<file path="src/rtl/matrix_key_scanner_pkg.sv">
// Shared dimensions, scan state type and frame helpers for the key matrix scanner.
package matrix_pkg;

    localparam int unsigned NUM_ROWS = 5;
    localparam int unsigned NUM_COLS = 7;
    localparam int unsigned FRAME_W  = NUM_ROWS * NUM_COLS;
    localparam int unsigned CODE_W   = 6;
    localparam int unsigned COL_W    = 3;

    typedef enum logic [1:0] {
        IDLE,
        SETTLE,
        SAMPLE,
        COMPARE
    } scan_state_t;

    function automatic logic [CODE_W-1:0] popcount(input logic [FRAME_W-1:0] v);
        logic [CODE_W-1:0] n;
        n = '0;
        for (int unsigned i = 0; i < FRAME_W; i++) begin
            n = n + CODE_W'(v[i]);
        end
        return n;
    endfunction

    function automatic logic [CODE_W-1:0] lowest_index(input logic [FRAME_W-1:0] v);
        logic [CODE_W-1:0] idx;
        idx = '0;
        for (int unsigned i = FRAME_W; i > 0; i--) begin
            if (v[i-1]) idx = CODE_W'(i - 1);
        end
        return idx;
    endfunction

    function automatic logic [NUM_COLS-1:0] col_strobe(input logic [COL_W-1:0] col);
        logic [NUM_COLS-1:0] one;
        one = NUM_COLS'(1);
        return ~(one << col);
    endfunction

endpackage

</file>
<file path="src/rtl/matrix_key_scanner_debounce.sv">
// Debounces raw scan frames and turns newly pressed keys into single-cycle events.
module key_debounce
    import matrix_pkg::*;
#(
    parameter int unsigned DEBOUNCE_SCANS = 3
) (
    input  logic               clk,
    input  logic               rst,
    input  logic               compare,
    input  logic [FRAME_W-1:0] raw,
    output logic [FRAME_W-1:0] key_frame,
    output logic               key_valid,
    output logic [CODE_W-1:0]  key_code,
    output logic               multi_key
);

    localparam int unsigned CNT_W = $clog2(DEBOUNCE_SCANS + 1);

    logic [FRAME_W-1:0] prev_raw;
    logic [FRAME_W-1:0] new_press;
    logic [CNT_W-1:0]   stable_cnt;
    logic [CNT_W-1:0]   next_cnt;
    logic [CODE_W-1:0]  press_cnt;

    // Count saturates so a long-held frame keeps re-confirming without wrapping.
    always_comb begin
        next_cnt = CNT_W'(1);
        if (raw == prev_raw) begin
            if (stable_cnt >= CNT_W'(DEBOUNCE_SCANS)) next_cnt = CNT_W'(DEBOUNCE_SCANS);
            else next_cnt = stable_cnt + CNT_W'(1);
        end
    end

    assign new_press = raw & ~key_frame;
    assign press_cnt = popcount(new_press);

    always_ff @(posedge clk) begin
        if (rst) begin
            prev_raw   <= '0;
            stable_cnt <= '0;
            key_frame  <= '0;
            key_valid  <= 1'b0;
            key_code   <= '0;
            multi_key  <= 1'b0;
        end else begin
            key_valid <= 1'b0;
            multi_key <= 1'b0;
            if (compare) begin
                prev_raw   <= raw;
                stable_cnt <= next_cnt;
                if (next_cnt == CNT_W'(DEBOUNCE_SCANS)) begin
                    key_frame <= raw;
                    if (press_cnt == CODE_W'(1)) begin
                        key_valid <= 1'b1;
                        key_code  <= lowest_index(new_press);
                    end else if (press_cnt >= CODE_W'(2)) begin
                        multi_key <= 1'b1;
                    end
                end
            end
        end
    end

endmodule

</file>
<file path="src/rtl/matrix_key_scanner.sv">
// Column-strobed 5x7 switch matrix scanner feeding a debounced key event stage.
module matrix_key_scanner
    import matrix_pkg::*;
#(
    parameter int unsigned SETTLE_CYCLES  = 4,
    parameter int unsigned DEBOUNCE_SCANS = 3
) (
    input  logic                clk,
    input  logic                rst,
    input  logic                scan_en,
    input  logic [NUM_ROWS-1:0] linha_in,
    output logic [NUM_COLS-1:0] acender_coluna,
    output logic [FRAME_W-1:0]  key_frame,
    output logic                key_valid,
    output logic [CODE_W-1:0]   key_code,
    output logic                multi_key
);

    localparam int unsigned SET_W = $clog2(SETTLE_CYCLES + 1);

    scan_state_t        state;
    logic [COL_W-1:0]   col;
    logic [SET_W-1:0]   settle_cnt;
    logic [FRAME_W-1:0] raw;
    logic               compare;

    assign compare = (state == COMPARE);

    // Strobe is registered alongside the state, so it is set on the transition edge.
    always_ff @(posedge clk) begin
        if (rst) begin
            state          <= IDLE;
            col            <= '0;
            settle_cnt     <= '0;
            raw            <= '0;
            acender_coluna <= '1;
        end else begin
            case (state)
                IDLE: begin
                    acender_coluna <= '1;
                    if (scan_en) begin
                        state          <= SETTLE;
                        col            <= '0;
                        settle_cnt     <= '0;
                        acender_coluna <= col_strobe('0);
                    end
                end
                SETTLE: begin
                    if (settle_cnt == SET_W'(SETTLE_CYCLES - 1)) state <= SAMPLE;
                    else settle_cnt <= settle_cnt + SET_W'(1);
                end
                SAMPLE: begin
                    for (int unsigned r = 0; r < NUM_ROWS; r++) begin
                        raw[r*NUM_COLS + 32'(col)] <= linha_in[r];
                    end
                    if (col == COL_W'(NUM_COLS - 1)) begin
                        state          <= COMPARE;
                        acender_coluna <= '1;
                    end else begin
                        state          <= SETTLE;
                        col            <= col + COL_W'(1);
                        settle_cnt     <= '0;
                        acender_coluna <= col_strobe(col + COL_W'(1));
                    end
                end
                COMPARE: begin
                    col        <= '0;
                    settle_cnt <= '0;
                    if (scan_en) begin
                        state          <= SETTLE;
                        acender_coluna <= col_strobe('0);
                    end else begin
                        state          <= IDLE;
                        acender_coluna <= '1;
                    end
                end
                default: begin
                    state          <= IDLE;
                    acender_coluna <= '1;
                end
            endcase
        end
    end

    key_debounce #(
        .DEBOUNCE_SCANS(DEBOUNCE_SCANS)
    ) u_debounce (
        .clk       (clk),
        .rst       (rst),
        .compare   (compare),
        .raw       (raw),
        .key_frame (key_frame),
        .key_valid (key_valid),
        .key_code  (key_code),
        .multi_key (multi_key)
    );

endmodule

</file>
<file path="config.mk">
export PLATFORM = sky130hd
export DESIGN_NAME = matrix_key_scanner
export DESIGN_NICKNAME = d
export VERILOG_FILES = /design/src/rtl/matrix_key_scanner_pkg.sv /design/src/rtl/matrix_key_scanner_debounce.sv /design/src/rtl/matrix_key_scanner.sv
export SDC_FILE = /design/constraint.sdc
export NUM_CORES = 1
export LEC_CHECK = 0
export CAP_MARGIN = 0
export CORE_MARGIN = 10
export CORE_UTILIZATION = 37
export DETAILED_ROUTE_END_ITERATION = 7
export PLACE_DENSITY_LB_ADDON = 0.2
export REMOVE_ABC_BUFFERS = 1
export SLEW_MARGIN = 10
export SYNTH_ARGS = -nofsm -noshare
export SYNTH_HDL_FRONTEND = slang
export SYNTH_SLANG_ARGS = --single-unit
</file>
<file path="constraint.sdc">
create_clock -name clk -period 12.65 [get_ports clk]
set_input_delay 3.1625 -clock clk [delete_from_list [all_inputs] [get_ports clk]]
set_output_delay 3.1625 -clock clk [all_outputs]
set_load 0.01 [all_outputs]
</file>
-- Yosys cells after proc, flatten, opt, wreduce, memory -nomap -nowiden
Cells that the tools add are included.
- register bits: 130
- output and inout bits: 50
- logic and storage cells: 166
- add/subtract/negate cells: 41
- magnitude comparators: 12
- equal/unequal tests: 12
- shift-type cells: 1
- muxes and demuxes: 68
- bitwise logic cells: 5
- reductions and logical operators: 16
- operators with widths (kind ; count):
    $mux W6 ; 35
    $add A6 B1 Y6 ; 33
    $bwmux W35 ; 5
    $and A35 B35 Y35 ; 1
    $eq A35 B35 Y1 ; 1
    $not A35 Y35 ; 1
    $demux W1 S6 ; 4
    $lt A6 B7 Y1 const B ; 2
    $pmux W7 S2 ; 1
    $add A5 B3 Y6 const A ; 2
    $ge A6 B1 Y1 const B ; 2
    $mux W3 ; 4
    $pmux W3 S4 ; 1
    $mux W2 ; 5
    $mux W1 ; 9
    $pmux W3 S3 ; 1
    $reduce_and A3 Y1 ; 3
    $ne A2 B2 Y1 const B ; 4
    $pmux W2 S4 ; 1
    $lt A3 B7 Y1 const B ; 1
    $lt A4 B7 Y1 const B ; 1
    $lt A5 B7 Y1 const B ; 1
    $mux W7 ; 1
    $not A7 Y7 ; 1
    26 further kinds ; 35

-- Depth between registers and ports, before layout
- depth in word-level cells: 38
- depth in mapped cells: 22
- mapped depth without buffers: 21

-- Hierarchy
From an unflattened synthesis, not the netlist that was laid out.
- cell total of the unflattened synthesis: 904
- area, all modules: 8074.0 µm²
- by module, submodules not included (module ; instances ; cells each ; area an instance (µm²) ; sequential area each (µm²)):
    key_debounce ; 1 ; 490 ; 4672.0 ; 1601.5
    matrix_key_scanner ; 1 ; 414 ; 3402.0 ; 1001.0

-- Worst setup path before layout
OpenSTA, ideal clock, no wires.
- kind: register to register
- start: register raw[1]
- end: register u_debounce.key_code[4]
- setup time: 0.067 ns
- data arrival time: 6.351 ns
- slack: 6.232 ns
- cell stages (with the launch flop): 23
- clock period less this slack: 6.418 ns
- cells stage by stage: dfxtp_1 -> nor2b_1 -> ha_1 -> inv_1 -> fa_1 -> inv_1 -> fa_1 -> fa_1 -> fa_1 -> fa_1 -> inv_1 -> fa_1 -> inv_1 -> ha_1 -> inv_1 -> fa_1 -> nand2b_1 -> or4_1 -> or4b_1 -> or4_4 -> buf_6 -> a311o_1 -> a21oi_2
- longest elaborated chain between the ends: 37
- elaborated cells on any way between the ends: 42
- ends and longest elaborated chain (what ; RTL line ; RTL):
    start: declaration ; matrix_key_scanner.sv:24 ; logic [FRAME_W-1:0] raw;
    start signal: indexed assignment ; matrix_key_scanner.sv:54 ; raw[r*NUM_COLS + 32'(col)] <= linha_in[r];
    $and A35 B35 Y35 ; matrix_key_scanner_debounce.sv:34 ; assign new_press = raw & ~key_frame;
    $add A1 B1 Y2 ; matrix_key_scanner_pkg.sv:21 ; n = n + CODE_W'(v[i]);
    $add A6 B1 Y6 (33 in a row) ; matrix_key_scanner_pkg.sv:21 ;
    $eq A6 B1 Y1 ; matrix_key_scanner_debounce.sv:53 ; if (press_cnt == CODE_W'(1)) begin
    $reduce_and A3 Y1 (no line) ; - ;
    end signal: assignment ; matrix_key_scanner_debounce.sv:55 ; key_code <= lowest_index(new_press);
    end: declaration ; matrix_key_scanner_debounce.sv:13 ; output logic [CODE_W-1:0] key_code,
Parallel ways exist; a longest one is shown, timed or not.
A chain may end at the register's enable or synchronous reset.

-- Final worst setup path
- start: register raw[0]
- end: register u_debounce.key_code[5]
The elaborated chain is that of the path after synthesis.

==> impl_results.md <==
* Initial DRT Pass Iterations at 5
* DR WL/cell at around 18 um
* Placed Area at between 0.008 and 0.009 mm2
* # DRC at 0
* Area Growth Syn to Fin at 16.7%
* Post-Synth XOR/XNOR Area at under 10%
* P_leak at around 0.0036 uW
* Initial Utilization at roughly 37%
* Vias per inst at between 5 and 6
* Relative max-transition margin at approximately two fifths
* Most frequent CP cell: fa_1
* Synth top area share at between 30 and 40%
* Initial antenna violation count at 0
* Main synth FF type: dfxtp_1
* DP HPWL at 16600 um
* Synth Area in Adders at 11.8%
* Post-synth EDFFs at 0
* Vias in the first global route at between 6000 and 7000
* Slew @ Worst Pin at slightly below 0.9 ns
* Yosys top cell by area: dfxtp_1
* Sequential cell fraction of total power at roughly 37%
* Sequential standard cell area at around 0.0026 mm2
* Clk pwr share at 40.9%
* Core area at roughly 0.021 mm2
* Seq/Total Area, Yosys at 33.2%
* Total routed wirelength at 22600 um
* CTS tree: done
* Antenna Nets Post-Route at 0
* Number of diodes at 0
* CTS Sinks at 130
* Fill cell count at 2118
* Multiplexer share of the synthesized area at 9.46%
* Setup bufs post-CTS at 0
* Crit path DAT at 7.20 ns
* #FFs+latches synth at 130
* Synth Area in Compound Gates at 14.8%
* Fmax at 146 MHz
* Final RePlAce weighted congestion at 0.900
* Area of the multi-input gates at 0.00473 mm2
* Post-synth ARST share at 0%
* Worst path cell trace: nor2b_1 > ha_1 > inv_1 > fa_1 > inv_1 > fa_1 > fa_1 > fa_1 > fa_1 > inv_1 > fa_1 > inv_1 > ha_1 > inv_1 > fa_1 > nand2b_1 > or4_1 > or4b_1 > or4_4 > or3_1 > a21oi_1
* Combinational Power Share at 22.5%
* CTS Buffer Depth at 2
* GRT Util Overall at about 16%
* Syn Area/Cell at about 8.4 um2
* CP Max Fanout at 11
* CTS root buf: clkbuf_16
* DR vias at around 6600
* Syn Inst Count at 930
* Clock latency reported for the late side of the worst-skew pair at 0.43 ns
* Pre-CTS WS at slightly below 6 ns
* Share of layout cells above drive strength 1 at ~6.2%
* Yosys Warn Count at 0
* Final worst path period need at slightly below 7 ns
* Design area at between 0.009 and 0.01 mm2
* Sw Pwr at about 400 uW
* Cell Pwr Density at 132 mW/mm2
* Worst EP required at about 13 ns
* Hold Fails Final Rpt at 0
* Dominant cells by area after synthesis: dfxtp_1 (33%), mux2i_1 (9.5%), fa_1 (6.6%)
* Main combinational cell family by area after synthesis: simple AND/OR/NAND/NOR gates
* Final setup TNS at 0 ns
* Max-slew violation count at 0
* Worst Skew at just over 0.009 ns
* Post_cts resized at 0
* Total power at 1210 uW
* RSZ-0062 raised after global routing: false
* Crit-path slowest cell: fa_1
* Worst vdd rail ir drop at around 0.00011 V
* Mapped Area at 0.00783 mm2
* Port bufs at between 50 and 60
* Final setup margin at slightly below 6 ns
* First-pass GRT wire length at 35100 um
* Row Count at 53
* Hold-fix buffers at CTS at 0
* Post-synthesis cell type count at 61
* Horiz. Die Dim at 165 um
* Min-Delay Path Class: reg -> reg
* Slowest Stage Delay on Critical Path at 0.55 ns
* CTS clk-pin slew, worst paths at approximately 0.060 ns
* Internal Power at around 800 uW
* Pin count of the biggest net entering global routing at between 70 and 80
* CP Buf/Inv Count at 5
* IO Pins at 58
* Crit Path Category: reg -> reg
* Grt total ovfl at 0
* Post-Synth Simple-Gate Area at between 10% and 20%
* Iteration-0 DRC count of the detailed router at between 500 and 600
* Final setup violating endpoints at 0
* Nets at ~1000
* Top delay family on crit path: adder cells
* Status: complete, no violations
* Num CTS Buffers at 17
* Hold slack at around 0.45 ns
* Switch share at 32.3%
* Area of the die at 0.0274 mm2
* H-Tree Depth at 4
* CP startpoint kind: flip-flop
* Max Cap Violations at 0
* CP endpoint kind: flip-flop
* Tcrit/Tclk final at between 50% and 60%
* Die Span Y at around 170 um
[flip-flops by register name (all words and copies together) (netlist names), 3 cells and up]
| register | count |
|---|---|
| raw | 35 |
| u_debounce.key_frame | 35 |
| u_debounce.prev_raw | 35 |
| acender_coluna | 7 |
| u_debounce.key_code | 6 |
| col | 3 |
| settle_cnt | 3 |
[kinds of logic after synthesis]
family	Yosys count
AO/OA/AOI/OAI	178
XOR/XNOR	38
adder cells (fa/ha/maj)	58
buffers and inverters	123
flip-flops	130
multiplexers	74
AND/OR/NAND/NOR	329
[cell usage after synthesis, drive strengths merged, types with 3 or more instances]
cell	instances
o21ai	38
a22o	4
a21oi	51
a31oi	5
nand2	82
nor3	5
or3	3
o41ai	3
fa	26
or2	10
a32oi	7
nor2	108
a211oi	31
nand4	8
and2b	3
mux2i	74
inv	66
nand3	32
nand2b	19
nor4	15
a311oi	5
buf	11
o31ai	6
xor2	36
nor2b	31
dfxtp	130
ha	32
clkbuf	45
o211ai	5
o21a	3
and3	3
[power by group through the flow]
stage | combinational (uW) | clock [uW] | sequential [uW]
3_5_place_dp | 271 | 0 | 451
2_1_floorplan | 190 | 0 | 446
3_3_place_gp | 274 | 0 | 450
6_report | 272 | 494 | 442
4_1_cts | 272 | 503 | 442
5_1_grt | 306 | 519 | 445
[final timing paths]
check,start,end,slack (ns),cells past startpoint
min reg2reg,u_debounce.key_code[5]$_SDFFE_PP0P_,u_debounce.key_code[5]$_SDFFE_PP0P_,0.45,2
min,u_debounce.key_code[5]$_SDFFE_PP0P_,u_debounce.key_code[5]$_SDFFE_PP0P_,0.45,2
max,raw[0]$_SDFFE_PP0P_,u_debounce.key_code[5]$_SDFFE_PP0P_,5.80,21
max reg2reg,raw[0]$_SDFFE_PP0P_,u_debounce.key_code[5]$_SDFFE_PP0P_,5.80,21
[routing by layer]
| metal | vias to the layer above | track usage (%) | share of wire (%) |
|---|---|---|---|
| met5 | - | 0 | 0 |
| li1 | 3254 | - | - |
| met1 | 3149 | 22.0 | 48 |
| met4 | 0 | 5.15 | 1.7 |
| met2 | 147 | 26.2 | 46 |
| met3 | 26 | 3.32 | 4.8 |
[tightest hold or removal path, delay by kind of cell, from the launching register on]
| family | cells | cell delay [ns] |
|---|---|---|
| DFF | 1 | 0.31 |
| and+or+nand+nor | 1 | 0.05 |
| AOI/OAI and AO/OA | 1 | 0.05 |
[per-stage QoR]
| step | utilization, % | instances |
|---|---|---|
| 6_report | 43.7 | 1244 |
| 5_1_grt | 43.7 | 1244 |
| 4_1_cts | 43.7 | 1244 |
| 3_5_place_dp | 40.9 | 1212 |
| 3_3_place_gp | 40.9 | 1212 |
| 2_1_floorplan | - | 873 |
[cell type report]
class	instances	share of cell area, %
multi-input cells	677	51.8
clock buffers	19	4.96
flip-flops and latches	130	28.5
inverters	66	2.71
clock inverters	13	1.48
repair buffers	64	6.79
well taps	275	3.77
[cells in the final DEF, fill, tap and decap left out, drive strengths merged, types with 26 or more instances in the layout]
master         count
a211oi            31
a21oi             51
clkdlybuf4s50     56
dfxtp            130
fa                26
ha                32
inv               67
mux2i             74
nand2             82
nand3             32
nor2             108
nor2b             31
o21ai             38
xor2              36
Note: power is estimated with default switching activity, not from simulation.
